### config.mk
export PLATFORM = sky130hd
export DESIGN_NAME = axis_pixel_framer
export DESIGN_NICKNAME = d
export VERILOG_FILES = /design/src/rtl/axis_pixel_framer.sv
export SDC_FILE = /design/constraint.sdc
export NUM_CORES = 1
export LEC_CHECK = 0
export ABC_CLOCK_PERIOD_IN_PS = 3900
export CAP_MARGIN = 20
export CORE_MARGIN = 3
export CORE_UTILIZATION = 50
export CTS_CLUSTER_SIZE = 24
export DETAILED_ROUTE_END_ITERATION = 10
export DONT_BUFFER_PORTS = 1
export PLACE_DENSITY_LB_ADDON = 0.08
export SLEW_MARGIN = 30
export SYNTH_ARGS = -nofsm -noshare
export SYNTH_HDL_FRONTEND = slang
export SYNTH_SLANG_ARGS = --single-unit
### constraint.sdc
create_clock -name clock -period 3.9 [get_ports clock]
set_input_delay 0.585 -clock clock [delete_from_list [all_inputs] [get_ports clock]]
set_output_delay 0.585 -clock clock [all_outputs]
set_load 0.1 [all_outputs]
### src/rtl/axis_pixel_framer.sv
// axis_pixel_framer: forces every ingress frame to exactly FRAME_LEN beats.
// Ports: clock/reset, s_axis_* ingress, m_axis_* egress, err/frame status.
module axis_pixel_framer #(
  parameter int DATA_WIDTH = 16,
  parameter int FRAME_LEN  = 784,
  parameter int FIFO_DEPTH = 16
) (
  input  logic                  clock,
  input  logic                  reset,
  input  logic [DATA_WIDTH-1:0] s_axis_tdata,
  input  logic                  s_axis_tvalid,
  input  logic                  s_axis_tlast,
  output logic                  s_axis_tready,
  output logic [DATA_WIDTH-1:0] m_axis_tdata,
  output logic                  m_axis_tvalid,
  output logic                  m_axis_tlast,
  input  logic                  m_axis_tready,
  input  logic                  err_clr,
  output logic                  err_short,
  output logic                  err_long,
  output logic                  frame_done,
  output logic [15:0]           frame_count
);

  localparam int AW = $clog2(FIFO_DEPTH);
  localparam int CW = (FRAME_LEN > 1) ? $clog2(FRAME_LEN) : 1;
  localparam logic [CW-1:0] LAST_IDX = CW'(FRAME_LEN - 1);

  typedef enum logic [1:0] {
    STREAM,
    PAD,
    DROP
  } state_t;

  state_t                state;
  logic                  run;
  logic [CW-1:0]         in_cnt;
  logic [DATA_WIDTH:0]   mem [FIFO_DEPTH];
  logic [AW:0]           wr_ptr;
  logic [AW:0]           rd_ptr;
  logic                  full;
  logic                  empty;
  logic                  push;
  logic                  pop;
  logic                  beat;
  logic                  at_last;
  logic                  set_short;
  logic                  set_long;
  logic [DATA_WIDTH-1:0] wr_data;
  logic [DATA_WIDTH:0]   head;

  assign empty = wr_ptr == rd_ptr;
  assign full  = (wr_ptr[AW] != rd_ptr[AW]) &&
                 (wr_ptr[AW-1:0] == rd_ptr[AW-1:0]);
  assign at_last = in_cnt == LAST_IDX;

  // run holds ready low until the first clock after reset is released.
  // Ready is built only from registers, so m_axis_tready never reaches it.
  always_comb begin
    s_axis_tready = 1'b0;
    wr_data       = '0;
    unique case (state)
      STREAM: begin
        s_axis_tready = run && !full;
        wr_data       = s_axis_tdata;
      end
      DROP:    s_axis_tready = run;
      default: ;
    endcase
  end

  assign beat = s_axis_tvalid && s_axis_tready;
  assign push = (state == STREAM) ? beat :
                ((state == PAD) && run && !full);
  assign pop  = !empty && m_axis_tready;

  assign set_short = (state == STREAM) && beat &&
                     s_axis_tlast && !at_last;
  assign set_long  = (state == STREAM) && beat &&
                     !s_axis_tlast && at_last;

  // Head entry is gated so idle/reset egress reads as zero.
  assign head          = mem[rd_ptr[AW-1:0]];
  assign m_axis_tvalid = !empty;
  assign m_axis_tdata  = empty ? '0 : head[DATA_WIDTH-1:0];
  assign m_axis_tlast  = !empty && head[DATA_WIDTH];

  always_ff @(posedge clock) begin
    if (push)
      mem[wr_ptr[AW-1:0]] <= {at_last, wr_data};
  end

  always_ff @(posedge clock or posedge reset) begin
    if (reset) begin
      state       <= STREAM;
      run         <= 1'b0;
      in_cnt      <= '0;
      wr_ptr      <= '0;
      rd_ptr      <= '0;
      err_short   <= 1'b0;
      err_long    <= 1'b0;
      frame_done  <= 1'b0;
      frame_count <= '0;
    end else begin
      run <= 1'b1;
      if (push)
        wr_ptr <= wr_ptr + 1'b1;
      if (pop)
        rd_ptr <= rd_ptr + 1'b1;
      frame_done <= pop && head[DATA_WIDTH];
      if (pop && head[DATA_WIDTH])
        frame_count <= frame_count + 16'd1;
      // A new error in the clear cycle still sets the bit.
      err_short <= set_short | (err_short & ~err_clr);
      err_long  <= set_long | (err_long & ~err_clr);
      unique case (state)
        STREAM: begin
          if (beat) begin
            if (at_last) begin
              in_cnt <= '0;
              if (!s_axis_tlast)
                state <= DROP;
            end else begin
              in_cnt <= in_cnt + 1'b1;
              if (s_axis_tlast)
                state <= PAD;
            end
          end
        end
        PAD: begin
          if (push) begin
            if (at_last) begin
              in_cnt <= '0;
              state  <= STREAM;
            end else begin
              in_cnt <= in_cnt + 1'b1;
            end
          end
        end
        DROP: begin
          if (beat && s_axis_tlast)
            state <= STREAM;
        end
        default: state <= STREAM;
      endcase
    end
  end

endmodule

Yosys cells after proc, flatten, opt, wreduce, memory -nomap -nowiden
Memory sizes are Yosys's and may differ from the RTL's.
Index checks and enable logic that the tools add are counted.

storage, ports and cells
  bits of input ports = 22
  memory bits (writable) = 272
  memories = 1
  output and inout bits = 38
  logic and storage cells = 71
  register bits = 42

memory list
  memory  words  width  rd ports  clocked after Yosys merged registers in  write ports  line  source
  mem     16     17     1         0                                        1            38    logic [DATA_WIDTH:0] mem [FIFO_DEPTH];

cells by class
  equal/unequal tests = 12
  bitwise gates (word level) = 5
  reductions and logical operators = 22
  multiplexer cells = 18
  add/subtract/negate cells = 4

operators with widths
  kind                     count
  $mux W16                 2
  $mux W10                 3
  $pmux W10 S2             1
  $add A16 B1 Y16 const B  1
  $logic_and A1 B1 Y1      14
  $mux W2                  7
  $add A10 B1 Y10 const B  1
  $add A5 B1 Y5 const B    2
  $eq A10 B10 Y1 const B   1
  $ne A2 B2 Y1 const B     4
  $ne A3 B3 Y1 const B     2
  $pmux W2 S3              1
  $reduce_and A6 Y1        1
  $eq A5 B5 Y1             1
  $eq A4 B4 Y1             1
  $logic_not A1 Y1         4
  $mux W1                  3
  $reduce_and A3 Y1        1
  $and A1 B1 Y1            2
  $eq A2 B1 Y1 const B     1
  $eq A2 B2 Y1 const B     1
  $logic_not A2 Y1         1
  $or A1 B1 Y1             2
  $pmux W1 S2              1
  other kinds (3)          3

Longest topological paths before layout
Gate-level depths: netlist of run 1.

  word-level depth = 10
  gate-level depth with buffers = 7

Worst setup path before layout of run 1
Ideal clock, no wire load.

  path kind = reg2reg
  start = register wr_ptr[2]
  end = register state[1]
  path buffers = 1
  data arrival time = 3.850 ns
  period minus slack after synthesis = 3.962 ns
  stages on the path, launching flop included = 7
  slack = -0.062 ns
  cells stage by stage = dfrtp_1 > buf_2 > xnor2_1 > and4_4 > a311oi_1 > a31oi_1 > a311oi_1

between the ends
  word-level cells in the longest chain between the ends = 9

ends and longest elaborated chain
  element                                         line     source
  start, declared                                 39       logic [AW:0] wr_ptr;
  start signal, assigned                          107      wr_ptr <= wr_ptr + 1'b1;
  $eq A4 B4 Y1 (*)                                54       (wr_ptr[AW-1:0] == rd_ptr[AW-1:0]);
  $logic_and A1 B1 Y1 (*)                         53       assign full = (wr_ptr[AW] != rd_ptr[AW]) &&
  $logic_not A1 Y1 (*)                            64       s_axis_tready = run && !full;
  $logic_and A1 B1 Y1 (*)                         64
  $pmux W1 S2 (*)                                 62       unique case (state)
  via s_axis_tready                               13       output logic s_axis_tready,
  $logic_and A1 B1 Y1 (*)                         72       assign beat = s_axis_tvalid && s_axis_tready;
  $mux W1 or $logic_and A1 B1 Y1 (tied branches)  73, 141
  $ne A2 B2 Y1 (no line)                          --
  $reduce_and A6 Y1 (no line) (*)                 --
  end signal, assigned                            95       state <= STREAM;
  end signal, assigned                            122      state <= DROP;
  end signal, assigned                            126      state <= PAD;
  end, declared                                   35       state_t state;

Mark *: on every way through the listed nets, which the timed path passes. The rest lies on a longest branch.
A chain may end at the register's enable or synchronous reset.

Worst setup path in the final report of run 1
  start = register rd_ptr[0]
  end = output m_axis_tdata[14]

between the ends
  word-level cells in the longest chain between the ends = 2

ends and longest elaborated chain
  element                                          line  source
  start, declared                                  40    logic [AW:0] rd_ptr;
  start signal, assigned                           109   rd_ptr <= rd_ptr + 1'b1;
  $mem_v2 Z16 W17 or $eq A5 B5 Y1 (tied branches)  --
  $mux W16 (*)                                     85    assign m_axis_tdata = empty ? '0 : head[DATA_WIDTH-1:0];
  end, declared                                    14    output logic [DATA_WIDTH-1:0] m_axis_tdata,

Every way passes the cells marked *; elsewhere a longest branch is shown, timed or not.

==> results of run 1 <==
[kinds of logic (layout without fill, tap and decap cells)]
kind of cell	after synthesis	in the layout
DFF	314	314
muxes	90	90
adders and majority gates	7	7
buffers and inverters	40	119
and+or+nand+nor	129	129
AOI/OAI and AO/OA	19	19
xor gates and xnor gates	33	33
other	1	2
[final timing paths]
check,startpoint,to,slack (ns),cells past startpoint
min reg2reg,in_cnt[9]$_DFFE_PP0P_,in_cnt[9]$_DFFE_PP0P_,0.50,1
max,rd_ptr[0]$_DFFE_PP0P_,m_axis_tdata[14],0.29,5
max reg2reg,rd_ptr[2]$_DFFE_PP0P_,mem[15][11]$_DFFE_PP_,0.87,5
min,reset,state[0]$_DFFE_PP0P_,0.05,2
max in group asynchronous,reset,rd_ptr[0]$_DFFE_PP0P_,3.42,2
min in group clock,err_clr,err_short$_DFF_PP0_,0.12,1
[synth_stat cells]
cell | n | area (µm²)
o21ai_0 | 8 | 40.0
xor2_1 | 20 | 175
clkbuf_2 | 1 | 5.00
o21ai_1 | 2 | 10.0
clkbuf_1 | 7 | 26.3
mux2_4 | 1 | 15.0
conb_1 | 1 | 3.75
mux4_2 | 84 | 1890
o211ai_1 | 1 | 7.51
and4_1 | 3 | 26.3
mux2_2 | 3 | 33.8
nand4_1 | 3 | 18.8
nor2_1 | 14 | 52.6
a2111oi_4 | 1 | 27.5
a21oi_1 | 1 | 5.00
mux2i_1 | 2 | 20.0
or3_1 | 2 | 12.5
a311oi_1 | 2 | 17.5
nor2b_1 | 21 | 131
dfrtp_1 | 42 | 1050
o31ai_1 | 2 | 15.0
edfxtp_1 | 272 | 8170
a41o_1 | 1 | 10.0
nand2_1 | 19 | 71.3
inv_1 | 10 | 37.5
nor4_2 | 2 | 25.0
and3_1 | 21 | 131
nor3_1 | 6 | 30.0
nor4b_1 | 2 | 17.5
buf_2 | 15 | 75.1
and4_4 | 1 | 11.3
a31oi_1 | 1 | 6.26
nand3_1 | 12 | 60.1
xnor2_1 | 13 | 114
buf_6 | 5 | 56.3
and2_1 | 17 | 106
buf_4 | 1 | 7.51
ha_1 | 7 | 87.6
nor4_1 | 4 | 25.0
nor3b_1 | 2 | 15.0
buf_1 | 1 | 3.75
[layer usage]
layer | wire length [µm] | global-route usage (%)
met1 | 11700 | 29.0
met3 | 1360 | 3.76
met4 | 697 | 6.10
met2 | 13300 | 33.0
met5 | 0 | 0
[final cells by class]
cell class                 count  area [µm²]  share of cell area, %
tap                          324         405                   2.82
multi-input combinational    279        3300                   22.9
timing repair buffer          52         440                   3.06
antenna                        1        2.50                 0.0174
sequential                   314        9220                   64.1
inverter                      10        37.5                  0.261
clock inverter                20         178                   1.24
clock buffer                  37         798                   5.55
[stage by stage]
stage / hold WS (ns) / area, µm²
2_1_floorplan: 0.437 / 12700
3_3_place_gp: 0.463 / 13400
3_5_place_dp: 0.480 / 13400
4_1_cts: 0.0458 / 14400
5_1_grt: 0.0827 / 14400
6_report: 0.0516 / 14400
[state kept, by name, summed over array words and instances, names as in the netlist]
| signal | count |
|---|---|
| in_cnt | 10 |
| frame_done | 1 |
| run | 1 |
| state | 2 |
| err_long | 1 |
| wr_ptr | 5 |
| frame_count | 16 |
| mem | 272 |
| err_short | 1 |
| rd_ptr | 5 |
[power groups by stage]
stage,combinational [W],clock (W),sequential (W)
after floorplan,0.00362,0,0.00448
final,0.00473,0.00286,0.00443
after detailed placement,0.00478,0,0.00451
after CTS,0.00480,0.00293,0.00444
after global routing,0.00497,0.00306,0.00449
after global placement,0.00474,0,0.00448
==> metrics, run 1 <==
Non-Filler Instances=approximately 1000; Syn. warnings=0; Worst Tran Pin Value=0.996 ns; die width=165 µm; kind of critical path=flop to output pin; vias in the first global route=around 6400; Synth Area in Compound Gates=under 10%; largest buffer count on any clock path=3; Seq cells post-synth=around 310; I/O Buffers=0; layout cells sized above 1=29.6%; per-cell routed wire length=~26 µm; mux share of post-synthesis cell area=between 10% and 20%; CTS sink count=314; pre-CTS WS=a little over 0.8 ns; htree depth=1; synthesized area per cell=20.0 µm²; Internal Pwr Total=approximately 0.0073 W; Tcrit/Tclk final=~93%; Synth Net Count=between 600 and 700; final-stage net count=717; Worst Path Required=roughly 3.3 ns; die height=around 170 µm; Clock Latency Late Sink=approximately 0.56 ns; Switching Fraction=39.1%; worst-path maximum fanout=25; adder-cell share of the synthesized area=0.693%; TritonRoute pass-1 iters=5; hold crit path type=input port to asynchronous set/reset pin; Critical Path Max Stage Delay=0.73 ns; DR DRC count=0; GRT overflow=0; Num CTS Buffers=31; Detailed Place HPWL=14.8 mm; setup_tns=0 ns; Placer Congestion=between 0.7 and 0.8; Fillers=about 1800; Crit-path slowest cell=dfrtp_4; first-pass GRT wire length=around 40 mm; most frequent cells in the layout=272 x edfxtp_1, 84 x mux4_2, 48 x buf_4; CP endpoint kind=output pin; vias per cell=around 6; pwr dens=~840 mW/mm²; commonest non-fill, non-tap cell in the layout=edfxtp_1; initial antenna violation count=1; sequential power share=36.9%; fmax=roughly 280 MHz; setup slack after layout=around 0.29 ns; Critical path buffers and inverters=2; fraction of synthesized cell area in xor and xnor cells=about 2.3%; most numerous cell on the critical path=mux4_2; Cell Rows=57; simple-gate share of the synthesized area=between 5 and 6%; crit path DAT=between 3 and 4 ns; clock power share=a little under a quarter; Setup-failing EPs final=0; startpoint types=flop; Initial Util=a little over 50%; status=completed; via count=about 6100; Initial DRC Count=528; crit-path cells=buf_12, mux4_2, mux4_2, nor2b_2, buf_4; CTS clk-pin slew, worst paths=around 0.060 ns; Post-DRT Antenna Nets=0; DRT Wirelength=around 27 mm; Area growth, synth to finish=13.8%; largest net degree at the start of global routing=73; post-CTS sizing=0; fin crit period=3.61 ns; Ports=60; CP delay by family, top=multiplexers; Total Power=around 0.012 W; Final Max Slew Viols=0; Post-Syn Instances=roughly 630; Tot GR Track Use=between 20 and 25%; clk root buf=clkbuf_16; hold buffer count at CTS=0; Synth cell types=41; synthesized cell area=0.0126 mm²; logic gate share of total power=~39%; register area share after synthesis=72.9%; Max IR drop VDD=a little under 0.0009 V; Core Area=approximately 0.025 mm²; Slew HR=about a third; Core Util, Final=between 50% and 60%; CTS tree=built; DP Cell Count=979; net load switching power=0.00470 W; unrepaired setup endpoints after global routing=no; max cap viols=0; main combinational cell family by area after synthesis=multiplexers; DIE AREA=0.0272 mm²; Pleak=4.80 nW; buffer count from post-CTS setup fixing=0; final hold violation count=0; clk_skew=approximately 0.015 ns
Power figures use the tool's default switching activity.
==> inputs of run 2 (changes only) <==
ABC_AREA = 1   (was not set)
CORE_MARGIN = 1   (was 3)
SKIP_CTS_REPAIR_TIMING = 1   (was not set)
==> run 2 against run 1 <==
  * The run now ends with DRC left
  * Clock skew about the same
  * First-iteration DRC count up 36%
  * Power up 15%
  * Cell count up 46%
  * Critical endpoint is now m_axis_tdata[1]
  * Largest cell class unchanged
==> metrics, run 2 <==
Tot GR Track Use=24.7% (was 20.5%); Final Max Slew Viols=0 (unchanged); Initial DRC Count=717 (was 528); status=complete, but fails checks (was completed); synthesized cell area=0.0132 mm² (was 0.0126 mm²); die width=164 µm (was 165 µm); fmax=274 MHz (was 277 MHz); layout cells sized above 1=16.1% (was 29.6%); max cap viols=0 (unchanged); Area growth, synth to finish=16.4% (was 13.8%); crit path DAT=3.06 ns (was 3.02 ns); final hold violation count=0 (unchanged); CP Launch Point=rd_ptr[0]$_DFFE_PP0P_ (unchanged); via count=8630 (was 6094); Syn. warnings=0 (unchanged); hold crit path type=input port to asynchronous set/reset pin (unchanged); Worst Tran Pin Value=1.00 ns (was 0.996 ns); Synth cell types=39 (was 41); register area share after synthesis=70.0% (was 72.9%); failing checks=DRC; setup_tns=0 ns (unchanged); total inserted antenna cells=0 (was 1); Core Area=0.0259 mm² (was 0.0246 mm²); clk root buf=clkbuf_16 (unchanged); critical path endpoint=m_axis_tdata[1] (was m_axis_tdata[14]); GRT overflow=0 (unchanged); Worst R2R Path Depth=12 (was 5); vias per cell=5.70 (was 5.88); CTS tree=built (unchanged); Tcrit/Tclk final=93.5% (was 92.6%); Placer Congestion=0.820 (was 0.739); pwr dens=900 mW/mm² (was 836 mW/mm²); CTS clk-pin slew, worst paths=0.05 ns (was 0.06 ns); Ports=60 (unchanged); Initial Util=50.8% (was 51.4%); EDFF count, synth=272 (unchanged); DR DRC count=2 (was 0); I/O Buffers=0 (unchanged); Detailed Place HPWL=19.2 mm (was 14.8 mm); post-synth top area cell=edfxtp_1 (unchanged); Post-DRT Antenna Nets=0 (unchanged); pre-CTS WS=0.402 ns (was 0.810 ns); synthesized area per cell=11.8 µm² (was 20.0 µm²); Pleak=5.37 nW (was 4.80 nW); reg2reg start=rd_ptr[1]$_DFFE_PP0P_ (was rd_ptr[2]$_DFFE_PP0P_); startpoint types=flop (unchanged); first-pass GRT wire length=48.6 mm (was 40.3 mm); Worst Path Required=3.31 ns (about the same); Primary FF master, synth=edfxtp_1 (unchanged); most frequent cells in the layout=272 x edfxtp_1, 154 x nor2_1, 150 x nand2_1 (was 272 x edfxtp_1, 84 x mux4_2, 48 x buf_4); Area after DPL=0.0142 mm² (was 0.0134 mm²); fin crit period=3.65 ns (was 3.61 ns); Synth Net Count=1143 (was 662); Seq cells post-synth=314 (unchanged); setup slack after layout=0.254 ns (was 0.290 ns); per-cell routed wire length=21.2 µm (was 26.1 µm); htree depth=2 (was 1); Non-Filler Instances=1514 (was 1037); kind of critical path=flop to output pin (unchanged); worst-path maximum fanout=20 (was 25); unrepaired setup endpoints after global routing=no (unchanged); DIE AREA=0.0270 mm² (was 0.0272 mm²); Slew HR=33.1% (was 33.6%); max reg flops=272 (unchanged); Clock Latency Late Sink=0.51 ns (was 0.56 ns); R2R Setup Slk=1.17 ns (was 0.87 ns); top-count cell post-synth=edfxtp_1 (unchanged); commonest non-fill, non-tap cell in the layout=edfxtp_1 (unchanged); asr flop ratio synth=13.4% (unchanged); top-area cell type share of the netlist area=62.0% (was 64.6%); vias in the first global route=8143 (was 6360); post-layout instance area=0.0153 mm² (was 0.0144 mm²); initial antenna violation count=0 (was 1); Fillers=2078 (was 1819); largest net degree at the start of global routing=138 (was 73); Setup-failing EPs final=0 (unchanged); clk_skew=0.0144 ns (was 0.0149 ns); DP Cell Count=1452 (was 979); DRT Wirelength=32.1 mm (was 27.1 mm); Core Util, Final=59.2% (was 58.5%); Area contributors post-synth=edfxtp_1 62%, dfrtp_1 8.0%, o21ai_0 5.1% (was edfxtp_1 65%, mux4_2 15%, dfrtp_1 8.3%); die height=164 µm (was 165 µm); Max IR drop VDD=0.000921 V (was 0.000883 V); CTS sink count=314 (unchanged); largest buffer count on any clock path=3 (unchanged); most instantiated cells after synthesis=272 x edfxtp_1, 172 x nor2_1, 150 x nand2_1, 135 x o21ai_0, 46 x inv_1 (was 272 x edfxtp_1, 84 x mux4_2, 42 x dfrtp_1, 21 x and3_1, 21 x nor2b_1); Num CTS Buffers=35 (was 31); CP endpoint kind=output pin (unchanged); Post-Syn Instances=1114 (was 633); Cell Rows=59 (was 57); RR Endpoint=frame_count[3]$_DFFE_PP0P_ (was mem[15][11]$_DFFE_PP_); final-stage net count=1183 (was 717); TritonRoute pass-1 iters=8 (was 5)
[run 2: critical path: stages, from the launching register on]
cell and delay [ns]:
dfrtp_4 0.59, inv_4 0.10, nand2_1 0.06, nand2_1 0.09, nor2_2 0.05, nand2_1 0.06
or2_4 0.35, clkinvlp_4 0.59, a31oi_2 0.41, buf_12 0.21
[run 2: area by class of cell]
class | instances | area [µm²] | area share [%]
sequential | 314 | 9230 | 60.2
multi-input combinational | 677 | 3640 | 23.7
clock inverter | 18 | 149 | 0.971
inverter | 59 | 231 | 1.51
tap | 335 | 419 | 2.73
timing repair buffer | 67 | 753 | 4.91
clock buffer | 44 | 910 | 5.93
[run 2: where the power goes]
group          switching (W)  internal (W)
clock                0.00127       0.00179
combinational        0.00454       0.00185
sequential          0.000226       0.00412
total                0.00603       0.00776
[run 2: how the worst min path moves through the flow]
stage                                 end  cells past startpoint                  start  slack (ns)
finish              in_cnt[9]$_DFFE_PP0P_                      1                  reset        0.07
global route        in_cnt[9]$_DFFE_PP0P_                      1                  reset        0.14
CTS                   err_short$_DFF_PP0_                      1                err_clr        0.16
detailed placement  rd_ptr[4]$_DFFE_PP0P_                      1  rd_ptr[4]$_DFFE_PP0P_        0.49
global placement    rd_ptr[4]$_DFFE_PP0P_                      1  rd_ptr[4]$_DFFE_PP0P_        0.47
floorplan           rd_ptr[4]$_DFFE_PP0P_                      1  rd_ptr[4]$_DFFE_PP0P_        0.46
[run 2: cells by family after synthesis]
logic type,after synthesis,synth area share (%)
and+or+nand+nor,392,12.3
xor gates and xnor gates,30,2.05
other,1,0.0285
buffers and inverters,123,4.08
DFF,314,70.0
adders and majority gates,7,0.665
AOI/OAI and AO/OA,247,10.9
[run 2: metal layers]
layer,part of all wire [%],GRT usage (%)
met1,43,33.5
met2,48,39.8
met3,6.0,4.95
met4,3.1,8.42
met5,0,0
[run 2: per-stage QoR]
stage,power (W),hold slack [ns]
after global placement,0.0108,0.472
after CTS,0.0139,0.160
final,0.0138,0.0716
after global routing,0.0144,0.136
after floorplan,0.00857,0.460
after detailed placement,0.0108,0.489
==> inputs of run 3 (changes only) <==
CORE_UTILIZATION = 53   (was 50)
==> run 3 against run 2 <==
  * Flip-flop and latch count did not move
  * Register-to-register slack got worse by 0.08 ns
  * Largest power group unchanged
  * The run now ends clean
  * Cell count fell by 1.3%
  * Final area fell by 0.43%
  * Clock skew fell by 0.0065 ns
  * Power fell by 0.82%
  * Via count rose by 1.6%
  * Largest cell class unchanged
  * Maximum frequency rose by 8.2%
  * Sequential share of layout area rose by 0.26 points
  * Combinational power rose by 0.6%
  * Core utilization rose by 3.6 points
==> metrics, run 3 (same netlist as run 2, synthesis figures left out) <==
DIE AREA=0.0255 mm² (was 0.0270 mm²); status=completed (was complete, but fails checks); unrepaired setup endpoints after global routing=no (unchanged); metal2 WL=15.5 mm (was 15.4 mm); Initial Util=54.1% (was 50.8%); Area after DPL=0.0142 mm² (about the same); final hold violation count=0 (unchanged); Tcrit/Tclk final=86.4% (was 93.5%); largest buffer count on any clock path=3 (unchanged); kind of critical path=flop to output pin (unchanged); top routing layer used=met4 (unchanged); htree depth=2 (unchanged); die height=160 µm (was 164 µm); Max IR drop VDD=0.00176 V (was 0.000921 V); Initial DRC Count=856 (was 717); Clock Latency Late Sink=0.50 ns (was 0.51 ns); Setup-failing EPs final=0 (unchanged); vias per cell=5.87 (was 5.70); Tot GR Track Use=26.0% (was 24.7%); CTS sink count=314 (unchanged); worst-path maximum fanout=17 (was 20); Ports=60 (unchanged); max cap viols=0 (unchanged); Cell Rows=57 (was 59); Num CTS Buffers=34 (was 35); CP endpoint kind=output pin (unchanged); Worst Tran Pin Value=1.02 ns (was 1.00 ns); Area growth, synth to finish=15.9% (was 16.4%); per-cell routed wire length=21.7 µm (was 21.2 µm); clk_skew=0.00786 ns (was 0.0144 ns); most frequent cells in the layout=272 x edfxtp_1, 161 x nor2_1, 150 x nand2_1 (was 272 x edfxtp_1, 154 x nor2_1, 150 x nand2_1); Pleak=5.33 nW (was 5.37 nW); first-pass GRT wire length=49.6 mm (was 48.6 mm); total inserted antenna cells=0 (unchanged); commonest non-fill, non-tap cell in the layout=edfxtp_1 (unchanged); CTS clk-pin slew, worst paths=0.06 ns (was 0.05 ns); setup_tns=0 ns (unchanged); die width=160 µm (was 164 µm); max reg flops=272 (unchanged); post-layout instance area=0.0153 mm² (about the same); vias in the first global route=8431 (was 8143); largest net degree at the start of global routing=139 (was 138); layout cells sized above 1=14.9% (was 16.1%); Post-DRT Antenna Nets=0 (unchanged); crit path DAT=2.79 ns (was 3.06 ns); GRT overflow=0 (unchanged); Detailed Place HPWL=18.7 mm (was 19.2 mm); Final Max Slew Viols=0 (unchanged); fmax=297 MHz (was 274 MHz); DRT Wirelength=32.4 mm (was 32.1 mm); Slew HR=31.8% (was 33.1%); startpoint types=flop (unchanged); Placer Congestion=0.793 (was 0.820); TritonRoute pass-1 iters=5 (was 8); fin crit period=3.37 ns (was 3.65 ns); Crit-path slowest cell=dfrtp_1 (was dfrtp_4); clk root buf=clkbuf_16 (unchanged); initial antenna violation count=0 (unchanged); most numerous cell on the critical path=nand2_1 (unchanged); hold crit path type=input port to asynchronous set/reset pin (unchanged); WL met1=13.8 mm (about the same); pwr dens=896 mW/mm² (was 900 mW/mm²); final-stage net count=1177 (was 1183); Core Area=0.0243 mm² (was 0.0259 mm²); DR WL met3=2.31 mm (was 1.94 mm); I/O Buffers=0 (unchanged); crit-path cells=inv_2, nand2_1, nand2_1, nor2_4, nand2_1, or2_4, clkinv_1, buf_4, a31oi_2, buf_12 (was inv_4, nand2_1, nand2_1, nor2_2, nand2_1, or2_4, clkinvlp_4, a31oi_2, buf_12); via count=8772 (was 8630); Critical Path Max Stage Delay=0.75 ns (was 0.59 ns); CTS tree=built (unchanged); DR DRC count=0 (was 2); Worst Path Required=3.31 ns (about the same)
-- run 3: power breakdown --
part           total, W  internal [W]  switching, W
clock network   0.00289       0.00167       0.00122
registers       0.00436       0.00412      0.000236
logic           0.00643       0.00187       0.00456
total            0.0137       0.00766       0.00602
-- run 3: worst paths after layout --
path	from	endpoint	slack, ns	cells past startpoint
min	reset	rd_ptr[0]$_DFFE_PP0P_	0.07	1
max in group asynchronous	reset	rd_ptr[0]$_DFFE_PP0P_	3.32	1
min reg2reg	in_cnt[3]$_DFFE_PP0P_	in_cnt[3]$_DFFE_PP0P_	0.53	2
max reg2reg	rd_ptr[2]$_DFFE_PP0P_	wr_ptr[1]$_DFFE_PP0P_	1.09	12
min in group clock	err_clr	err_short$_DFF_PP0_	0.18	1
max	rd_ptr[2]$_DFFE_PP0P_	m_axis_tdata[3]	0.53	10
-- run 3: layer usage --
metal,global-route usage [%],vias to the layer above
met5,0,-
met4,7.95,0
met3,4.01,47
met2,41.7,339
met1,36.7,4333
li1,-,4053
-- run 3: through the flow --
step	setup slack, ns	cells	hold WS (ns)	total power [W]	utilization [%]
finish	0.529	1495	0.0736	0.0137	62.8
global route	0.334	1495	0.131	0.0143	62.8
CTS	0.517	1495	0.171	0.0138	62.7
detailed placement	1.07	1436	0.517	0.0109	58.6
global placement	1.06	1436	0.508	0.0108	58.6
floorplan	0.202	1114	0.460	0.00857	-
-- run 3: layout make-up --
cell class	instances	area [µm²]
Clock inverter	12	58.8
Fill cell	1906	9060
Inverter	59	228
Tap cell	324	405
Multi-Input combinational cell	677	3620
Clock buffer	47	931
Timing Repair Buffer	62	791
Sequential cell	314	9230
-- run 3: worst max-delay path: cells and delay by family (launching register included) --
| kind | cells | cell delay [ns] |
|---|---|---|
| compound gates | 1 | 0.10 |
| buf+inv | 4 | 0.67 |
| simple gates | 5 | 0.75 |
| flops | 1 | 0.75 |
